--- src/rtl/stack_display_writer_if.sv ---
// Write/strobe handshake between the stack calculator core and stack_display_writer.
// The calculator drives requests through the master modport; wr_ready flows back.
interface stack_display_writer_if;
    logic        wr_valid;
    logic [4:0]  wr_index;
    logic [15:0] wr_data;
    logic        wr_ready;
    logic        clear;
    logic        commit;

    modport master (
        output wr_valid, wr_index, wr_data, clear, commit,
        input  wr_ready
    );

    modport slave (
        input  wr_valid, wr_index, wr_data, clear, commit,
        output wr_ready
    );
endinterface

--- src/rtl/stack_display_writer.sv ---
// Shadow image of 24 x 16-bit slots published to the numbers bus at a vsync frame start.
// Define STACK_DISP_IMMEDIATE_EN to publish on the first edge after a commit (tearing possible).
module stack_display_writer #(
    parameter logic [15:0] FILL = 16'h0000
) (
    input  logic                         clk,
    input  logic                         reset,
    stack_display_writer_if.slave        wr,
    input  logic                         vga_v_sync,
    output logic [383:0]                 numbers,
    output logic                         frame_done,
    output logic                         bad_index
);
    localparam int         SLOTS = 24;
    localparam logic [4:0] LAST  = 5'd23;

    typedef enum logic [1:0] {IDLE, CLEAR, ARMED} state_t;

    state_t                      state_reg, state_next;
    logic [4:0]                  cnt_reg, cnt_next;
    logic                        vs_q;
    logic                        frame_done_reg, frame_done_next;
    logic                        bad_index_reg, bad_index_next;
    logic [SLOTS-1:0][15:0]      shadow_reg, shadow_next;
    logic [SLOTS-1:0][15:0]      numbers_reg;
    logic                        wr_ready_int;
    logic                        wr_en, clr_en, copy_en, frame_start;

`ifdef STACK_DISP_IMMEDIATE_EN
    assign frame_start = 1'b1;
`else
    // Falling edge of the active-low vsync marks the start of a new frame.
    assign frame_start = vs_q & ~vga_v_sync;
`endif

    always_comb begin
        state_next      = state_reg;
        cnt_next        = cnt_reg;
        wr_ready_int    = 1'b0;
        wr_en           = 1'b0;
        clr_en          = 1'b0;
        copy_en         = 1'b0;
        frame_done_next = 1'b0;
        bad_index_next  = 1'b0;
        case (state_reg)
            IDLE: begin
                wr_ready_int = 1'b1;
                if (wr.clear) begin
                    state_next = CLEAR;
                    cnt_next   = 5'd0;
                end else if (wr.commit) begin
                    state_next = ARMED;
                end else if (wr.wr_valid) begin
                    if (wr.wr_index <= LAST) wr_en = 1'b1;
                    else                     bad_index_next = 1'b1;
                end
            end
            CLEAR: begin
                clr_en   = 1'b1;
                cnt_next = cnt_reg + 5'd1;
                if (cnt_reg == LAST) begin
                    state_next = IDLE;
                    cnt_next   = 5'd0;
                end
            end
            ARMED: begin
                if (frame_start) begin
                    copy_en         = 1'b1;
                    frame_done_next = 1'b1;
                    state_next      = IDLE;
                end
            end
            default: state_next = IDLE;
        endcase
    end

    // Per-slot next value: a host write and the clear sweep never coincide.
    generate
        for (genvar gi = 0; gi < SLOTS; gi++) begin : g_slot
            assign shadow_next[gi] =
                (wr_en  && wr.wr_index == 5'(gi)) ? wr.wr_data :
                (clr_en && cnt_reg     == 5'(gi)) ? FILL       :
                                                    shadow_reg[gi];
        end
    endgenerate

    always_ff @(posedge clk or negedge reset) begin
        if (!reset) begin
            state_reg      <= IDLE;
            cnt_reg        <= 5'd0;
            vs_q           <= 1'b1;
            frame_done_reg <= 1'b0;
            bad_index_reg  <= 1'b0;
            shadow_reg     <= {SLOTS{FILL}};
            numbers_reg    <= {SLOTS{FILL}};
        end else begin
            state_reg      <= state_next;
            cnt_reg        <= cnt_next;
            vs_q           <= vga_v_sync;
            frame_done_reg <= frame_done_next;
            bad_index_reg  <= bad_index_next;
            shadow_reg     <= shadow_next;
            if (copy_en) numbers_reg <= shadow_reg;
        end
    end

    assign wr.wr_ready = wr_ready_int;
    assign numbers     = numbers_reg;
    assign frame_done  = frame_done_reg;
    assign bad_index   = bad_index_reg;
endmodule

--- src/flat_wrapper.sv ---
// flat-port wrapper written by rule: the top's interface ports become plain ports
module stack_display_writer_flat 
#(
    parameter logic [15:0] FILL = 16'h0000
)
  (clk, reset, vga_v_sync, numbers, frame_done, bad_index, wr_wr_valid, wr_wr_index, wr_wr_data, wr_clear, wr_commit, wr_wr_ready);
  stack_display_writer_if wr_i ();
  input  logic clk;
  input  logic reset;
  input  logic vga_v_sync;
  output logic [383:0] numbers;
  output logic frame_done;
  output logic bad_index;
  input wire logic [$bits(wr_i.wr_valid)-1:0] wr_wr_valid;
  input wire logic [$bits(wr_i.wr_index)-1:0] wr_wr_index;
  input wire logic [$bits(wr_i.wr_data)-1:0] wr_wr_data;
  input wire logic [$bits(wr_i.clear)-1:0] wr_clear;
  input wire logic [$bits(wr_i.commit)-1:0] wr_commit;
  output wire logic [$bits(wr_i.wr_ready)-1:0] wr_wr_ready;
  assign wr_i.wr_valid = wr_wr_valid;
  assign wr_i.wr_index = wr_wr_index;
  assign wr_i.wr_data = wr_wr_data;
  assign wr_i.clear = wr_clear;
  assign wr_i.commit = wr_commit;
  assign wr_wr_ready = wr_i.wr_ready;
  stack_display_writer #(.FILL(FILL)) u_core (.clk(clk), .reset(reset), .wr(wr_i), .vga_v_sync(vga_v_sync), .numbers(numbers), .frame_done(frame_done), .bad_index(bad_index));
endmodule
--- config.mk ---
export PLATFORM = sky130hd
export DESIGN_NAME = stack_display_writer_flat
export DESIGN_NICKNAME = d
export VERILOG_FILES = /design/src/rtl/stack_display_writer_if.sv /design/src/rtl/stack_display_writer.sv /design/src/flat_wrapper.sv
export SDC_FILE = /design/constraint.sdc
export NUM_CORES = 1
export LEC_CHECK = 0
export BUFFER_PORTS_ARGS = -buffer_cell sky130_fd_sc_hd__buf_4
export CAP_MARGIN = 20
export CORE_ASPECT_RATIO = 0.5
export CORE_UTILIZATION = 55
export CTS_CLUSTER_DIAMETER = 150
export CTS_CLUSTER_SIZE = 8
export DETAILED_ROUTE_END_ITERATION = 10
export PLACE_DENSITY = 0.84
export SLEW_MARGIN = 0
export SYNTH_ARGS = -nofsm -noshare
export SYNTH_HDL_FRONTEND = slang
export SYNTH_SLANG_ARGS = --single-unit
export TNS_END_PERCENT = 10
--- constraint.sdc ---
create_clock -name clk -period 2 [get_ports clk]
set_input_delay 0.3 -clock clk [delete_from_list [all_inputs] [get_ports clk]]
set_output_delay 0.3 -clock clk [all_outputs]
set_load 0.01 [all_outputs]
# Word-level counts from Yosys, hierarchy flattened
# Cells that the tools add are included.
dict set report totals {
  word_cells 257
  latch_bits 0
  ramBits 0
  mem_count 0
  reg_bits 778
  out_inout_bits 387
  in_bits 27
  romBits 0
}
dict set report op_classes {
  addsub 1
  shifts 0
  n_mux 70
  n_eq_ne 52
  div_mod_pow 0
  magnitude_cmp 1
  reduce_logical 78
  multipliers 0
  bitwise_logic 2
}
# op n
set ops {}
lappend ops {{$mux 16} 48}
lappend ops {{$eq 5x4->1 const B} 16}
lappend ops {{$eq 5x5->1 const B} 16}
lappend ops {{$reduce_bool 2->1} 25}
lappend ops {{$logic_and 1x1->1} 48}
lappend ops {{$eq 5x3->1 const B} 8}
lappend ops {{$eq 5x2->1 const B} 4}
lappend ops {{$mux 1} 14}
lappend ops {{$eq 5x1->1 const B} 2}
lappend ops {{$logic_not 5->1} 2}
lappend ops {{$mux 5} 2}
lappend ops {{$pmux 5 s2} 1}
lappend ops {{$mux 2} 4}
lappend ops {{$pmux 2 s3} 1}
lappend ops {{$add 5x1->5 const B} 1}
lappend ops {{$le 5x5->1 const B} 1}
lappend ops {{$ne 2x1->1 const B} 2}
lappend ops {{$ne 3x3->1 const B} 1}
lappend ops {{$reduce_and 3->1} 1}
lappend ops {{$eq 2x1->1 const B} 1}
lappend ops {{$eq 2x2->1 const B} 1}
lappend ops {{$logic_not 2->1} 1}
lappend ops {{$ne 2x2->1 const B} 1}
lappend ops {{$reduce_and 2->1} 1}
lappend ops {{other kinds (2)} 2}

# Depth between registers and ports, before layout
dict set report depth {
  word_depth 8
  ltp_mapped 7
  mapped_depth_nobuf 6
}

# Worst setup path after synthesis
# OpenSTA, ideal clock, no wires.
dict set report synth_timing {
  path_type {register -> register}
  from {register u_core.state_reg[0]}
  to {register u_core.shadow_reg[197] (netlist name)}
  arrival_time_ns 1.643
  setup_slack_ns 0.220
  path_buffers 4
  synth_period_minus_slack_ns 1.780
  required_ns 1.863
  setup_ns 0.137
  stages_incl_launch_ff 8
  path_cell_list {dfrtp_1 -> buf_2 -> nor3_2 -> buf_6 -> buf_8 -> nand3_4 -> buf_6 -> mux2i_1}
}
dict set report synth_between {
  elab_chain_cells 4
  elab_cells_between_ends 8
  cone_classes {eq/ne: 1; mux: 3; reduce/logical: 4}
}
# element line_no
set synth_rtl {}
lappend synth_rtl {{start, declared} stack_display_writer.sv:19} ;# state_t state_reg, state_next;
lappend synth_rtl {{start signal, assigned} stack_display_writer.sv:97} ;# state_reg <= state_next;
lappend synth_rtl {{$eq 2x1->1 / $logic_not 2->1 (equally long branches)} stack_display_writer.sv:45} ;# case (state_reg)
lappend synth_rtl {{$mux 1} stack_display_writer.sv:45}
lappend synth_rtl {{$logic_and 1x1->1 (on tied branches)} {stack_display_writer.sv:82, stack_display_writer.sv:81}}
lappend synth_rtl {{$reduce_bool 2->1 (no source line) / $mux 16 (equally long branches)} -}
lappend synth_rtl {{end signal, assigned} stack_display_writer.sv:94} ;# shadow_reg <= {SLOTS{FILL}};
lappend synth_rtl {{end signal, assigned} stack_display_writer.sv:102} ;# shadow_reg <= shadow_next;
lappend synth_rtl {{end, declared} stack_display_writer.sv:24} ;# logic [SLOTS-1:0][15:0] shadow_reg, shadow_next;
# Several ways; a longest one is shown, not always the timed one.
# A chain may end at the register's enable or synchronous reset.

# Worst setup path after layout
dict set report layout_timing {
  from {register u_core.vs_q}
  to {register u_core.numbers_reg (netlist bit u_core.numbers[101])}
}
dict set report layout_between {
  elab_chain_cells 3
}
# element line_no
set layout_rtl {}
lappend layout_rtl {{start, declared} stack_display_writer.sv:21} ;# logic vs_q;
lappend layout_rtl {{start signal, assigned} stack_display_writer.sv:99} ;# vs_q <= vga_v_sync;
lappend layout_rtl {{$and 1x1->1} stack_display_writer.sv:33} ;# assign frame_start = vs_q & ~vga_v_sync;
lappend layout_rtl {{$mux 1} stack_display_writer.sv:67} ;# if (frame_start) begin
lappend layout_rtl {{$mux 1} stack_display_writer.sv:45}
lappend layout_rtl {{end signal, assigned} stack_display_writer.sv:95} ;# numbers_reg <= {SLOTS{FILL}};
lappend layout_rtl {{end signal, assigned} stack_display_writer.sv:103} ;# if (copy_en) numbers_reg <= shadow_reg;
lappend layout_rtl {{end, declared} stack_display_writer.sv:25} ;# logic [SLOTS-1:0][15:0] numbers_reg;
# No other way between the ends.

==> impl_metrics.csv <==
group,metric,value,unit
logic_synthesis,synth_top_area_cell,"dfrtp_1",
detailed_routing,dr.pass1.iters,5,
clocking,cts.sink_count,778,
sta,period_share,0.968,
power_and_ir_drop,p_per_area,1570,mW/mm2
placed_design,dp.cells,3333,
logic_synthesis,synth_seq_cells,778,
sta,hold_viol,0,
placed_design,dp_hpwl,54400,um
sta,max_freq,517,MHz
global_route,first_global_vias,22400,
detailed_routing,drt_wl_total,89100,um
floorplan,core_area,0.0561,mm2
sta,skew,0.0190,ns
detailed_routing,wire_per_inst,25.6,um
detailed_routing,dr_total_vias,21300,
layout,finalInstanceArea,0.0389,mm2
setup_path,cp-start-kind,"flip-flop",
logic_synthesis,yosysSeqAreaShare,0.618,
floorplan,die_y,171,um
placed_design,gp_congestion,0.853,
sta,finalSetupViolations,0,
layout,stdcell_count,3482,
floorplan,dieArea,0.0583,mm2
setup_path,worstPathMaxFanout,31,
clocking,insertion_delay,0.64,ns
clocking,cts_root_buffer,"clkbuf_16",
floorplan,die_width,341,um
floorplan,rows,61,
clocking,cts_buffers,107,
sta,worst_pin_slew,0.606,ns
power_and_ir_drop,p_leak,20.3,nW
logic_synthesis,synth.distinct_cells,43,
layout,areaGrowthSynthToFinish,23.5,%
logic_synthesis,synth.area.top_cells,"dfrtp_1, mux2_2, mux2i_1",
outcome,outcome,"complete, no violations",
logic_synthesis,synth_top_area_frac,0.617,
sta,maxSlewViolCount,0,
clocking,path_clk_slew,0.05,ns
logic_synthesis,ys_warn_count,0,
sta,post-route-min-period,1.94,ns
placed_design,io_buffers,413,
logic_synthesis,netlist_instances,2244,
logic_synthesis,syn_nets,2276,
global_route,grtUsageTotal,0.306,
placed_design,post-place-ws,0.0180,ns
setup_path,crit_type,"flip-flop to flip-flop",
setup_path,cp-end-kind,"flip-flop",
logic_synthesis,avgSynthCellArea,14.0,um2
global_route,grt_max_degree,100,
setup_path,critPathRequiredTime,2.52,ns
placed_design,place_area,0.0359,mm2
logic_synthesis,synth_area,0.0315,mm2
sta,rsz0062_at_grt,"true",
sta,setup_tns,0,ns
logic_synthesis,async_reset_ff_frac,1.00,
detailed_routing,drc,0,
layout,drive_above_1_share,0.390,
detailed_routing,via_per_inst,6.12,
floorplan,ios,414,
logic_synthesis,post-synth-top-count-cell,"dfrtp_1",
worst_hold_path,hold_class,"input pin to async pin",
setup_path,crit_path_start,"u_core.vs_q",
sta,setup_ws,0.0650,ns
setup_path,arrival,2.45,ns
global_route,grt_first_pass_wirelength,135000,um
job,max_cap_viol_count,0,
power_and_ir_drop,irDropWorstVdd,0.000849,V
clocking,cts_tree,"yes",
logic_synthesis,synth-edff-count,0,
layout,final_net_count,2739,
logic_synthesis,synthFlopType,"dfrtp_1",
global_route,grt_overflow,0,
detailed_routing,ant_nets,0,
setup_path,ff2ff_path_depth,6,
sta,maxSlewHeadroom,0.596,
setup_path,r2r_start,"u_core.vs_q",
detailed_routing,first_iter_violations,1746,
clocking,max-clock-path-buffers,3,
clocking,h-tree-depth,3,
floorplan,initial_core_util,0.562,
global_route,antenna_found_initial,1,
logic_synthesis,synth_top_cells_by_count,"dfrtp_1, mux2_2, mux2i_1",
## layout by cell type, fill, tap and decap left out, types with 2 or more instances in the layout
cell | Yosys | routed
ha_1 | 5 | 5
nand3_4 | 13 | 13
nand4_1 | 16 | 16
and3_1 | 3 | 3
diode_2 | 0 | 2
o21ai_1 | 25 | 25
nand3b_1 | 3 | 3
inv_6 | 0 | 3
a21oi_1 | 2 | 2
nand2_1 | 24 | 24
nor2_1 | 2 | 2
nand4bb_4 | 0 | 2
mux2_2 | 384 | 383
nor3b_2 | 2 | 4
nor3b_1 | 4 | 2
dlygate4sd3_1 | 0 | 21
inv_1 | 37 | 37
nand4bb_1 | 5 | 2
mux2i_1 | 368 | 368
nand3_2 | 10 | 10
o21ai_0 | 331 | 331
clkbuf_16 | 0 | 108
buf_4 | 38 | 489
o31ai_1 | 17 | 17
buf_12 | 0 | 32
dfrtp_1 | 777 | 777
nand2b_1 | 6 | 5
clkbuf_1 | 109 | 12
and3b_1 | 2 | 2
## metal layers
metal	vias to the layer above	track usage	part of all wire
li1	8844	-	-
met4	0	0.175	0.055
met3	296	0.0566	0.062
met5	-	0	0
met2	949	0.511	0.51
met1	11200	0.379	0.38
## cell families (layout without fill, tap and decap cells)
logic type,after synthesis,count (layout),share of synthesized area
compound gates,377,377,0.0614
xor+xnor,1,1,0.000278
fa+ha+maj,5,5,0.00198
buf+inv,227,707,0.0367
flops,778,778,0.618
mux,752,752,0.254
other cells,0,2,0
simple gates,104,104,0.0278
## power breakdown
| group | switching, mW | internal, mW |
|---|---|---|
| combinational | 8.99 | 9.06 |
| sequential | 4.67 | 22.5 |
| clock | 6.32 | 9.51 |
| total | 20.0 | 41.1 |
## final timing paths
check                                               to  slack (ns)
worst max-delay path               u_core.numbers[101]        0.06
max in group asynchronous       u_core.shadow_reg[259]        0.98
worst min register to register     u_core.numbers[102]        0.49
worst max register to register     u_core.numbers[101]        0.06
min in group clk                   u_core.state_reg[1]        0.18
worst min-delay path             u_core.shadow_reg[32]        0.12
## area by class of cell
type                       count  area (um2)
sequential                   778       19500
timing repair buffer         544        4560
inverter                      37         139
clock inverter                 6        71.3
clock buffer                 120        2750
antenna                        2        5.00
fill                        3597       17200
tap                          756         946
multi-input combinational   1239       11000
## worst max-delay path, stage by stage, from the launching register on
cell and delay [ns]:
dfstp_2 0.54, nand2b_4 0.05, nor3b_2 0.20, buf_4 0.18
buf_12 0.21, buf_16 0.22, mux2_2 0.38
## what timing repair did
item | in CTS | in global routing
setup buffers | 0 | 0
hold buffers | 21 | 0
resized for setup | 0 | 5
hold endpoints to repair | 389 | 0
setup endpoints to repair | 0 | 168
## through the flow
stage | utilization | power (mW) | hold WS (ns)
CTS | 0.693 | 61.1 | 0.0927
floorplan | - | 34.6 | 0.00441
global placement | 0.639 | 43.8 | 0.182
detailed placement | 0.639 | 44.9 | 0.179
finish | 0.694 | 61.0 | 0.117
global route | 0.694 | 63.8 | 0.118
Power figures use the tool's default switching activity.
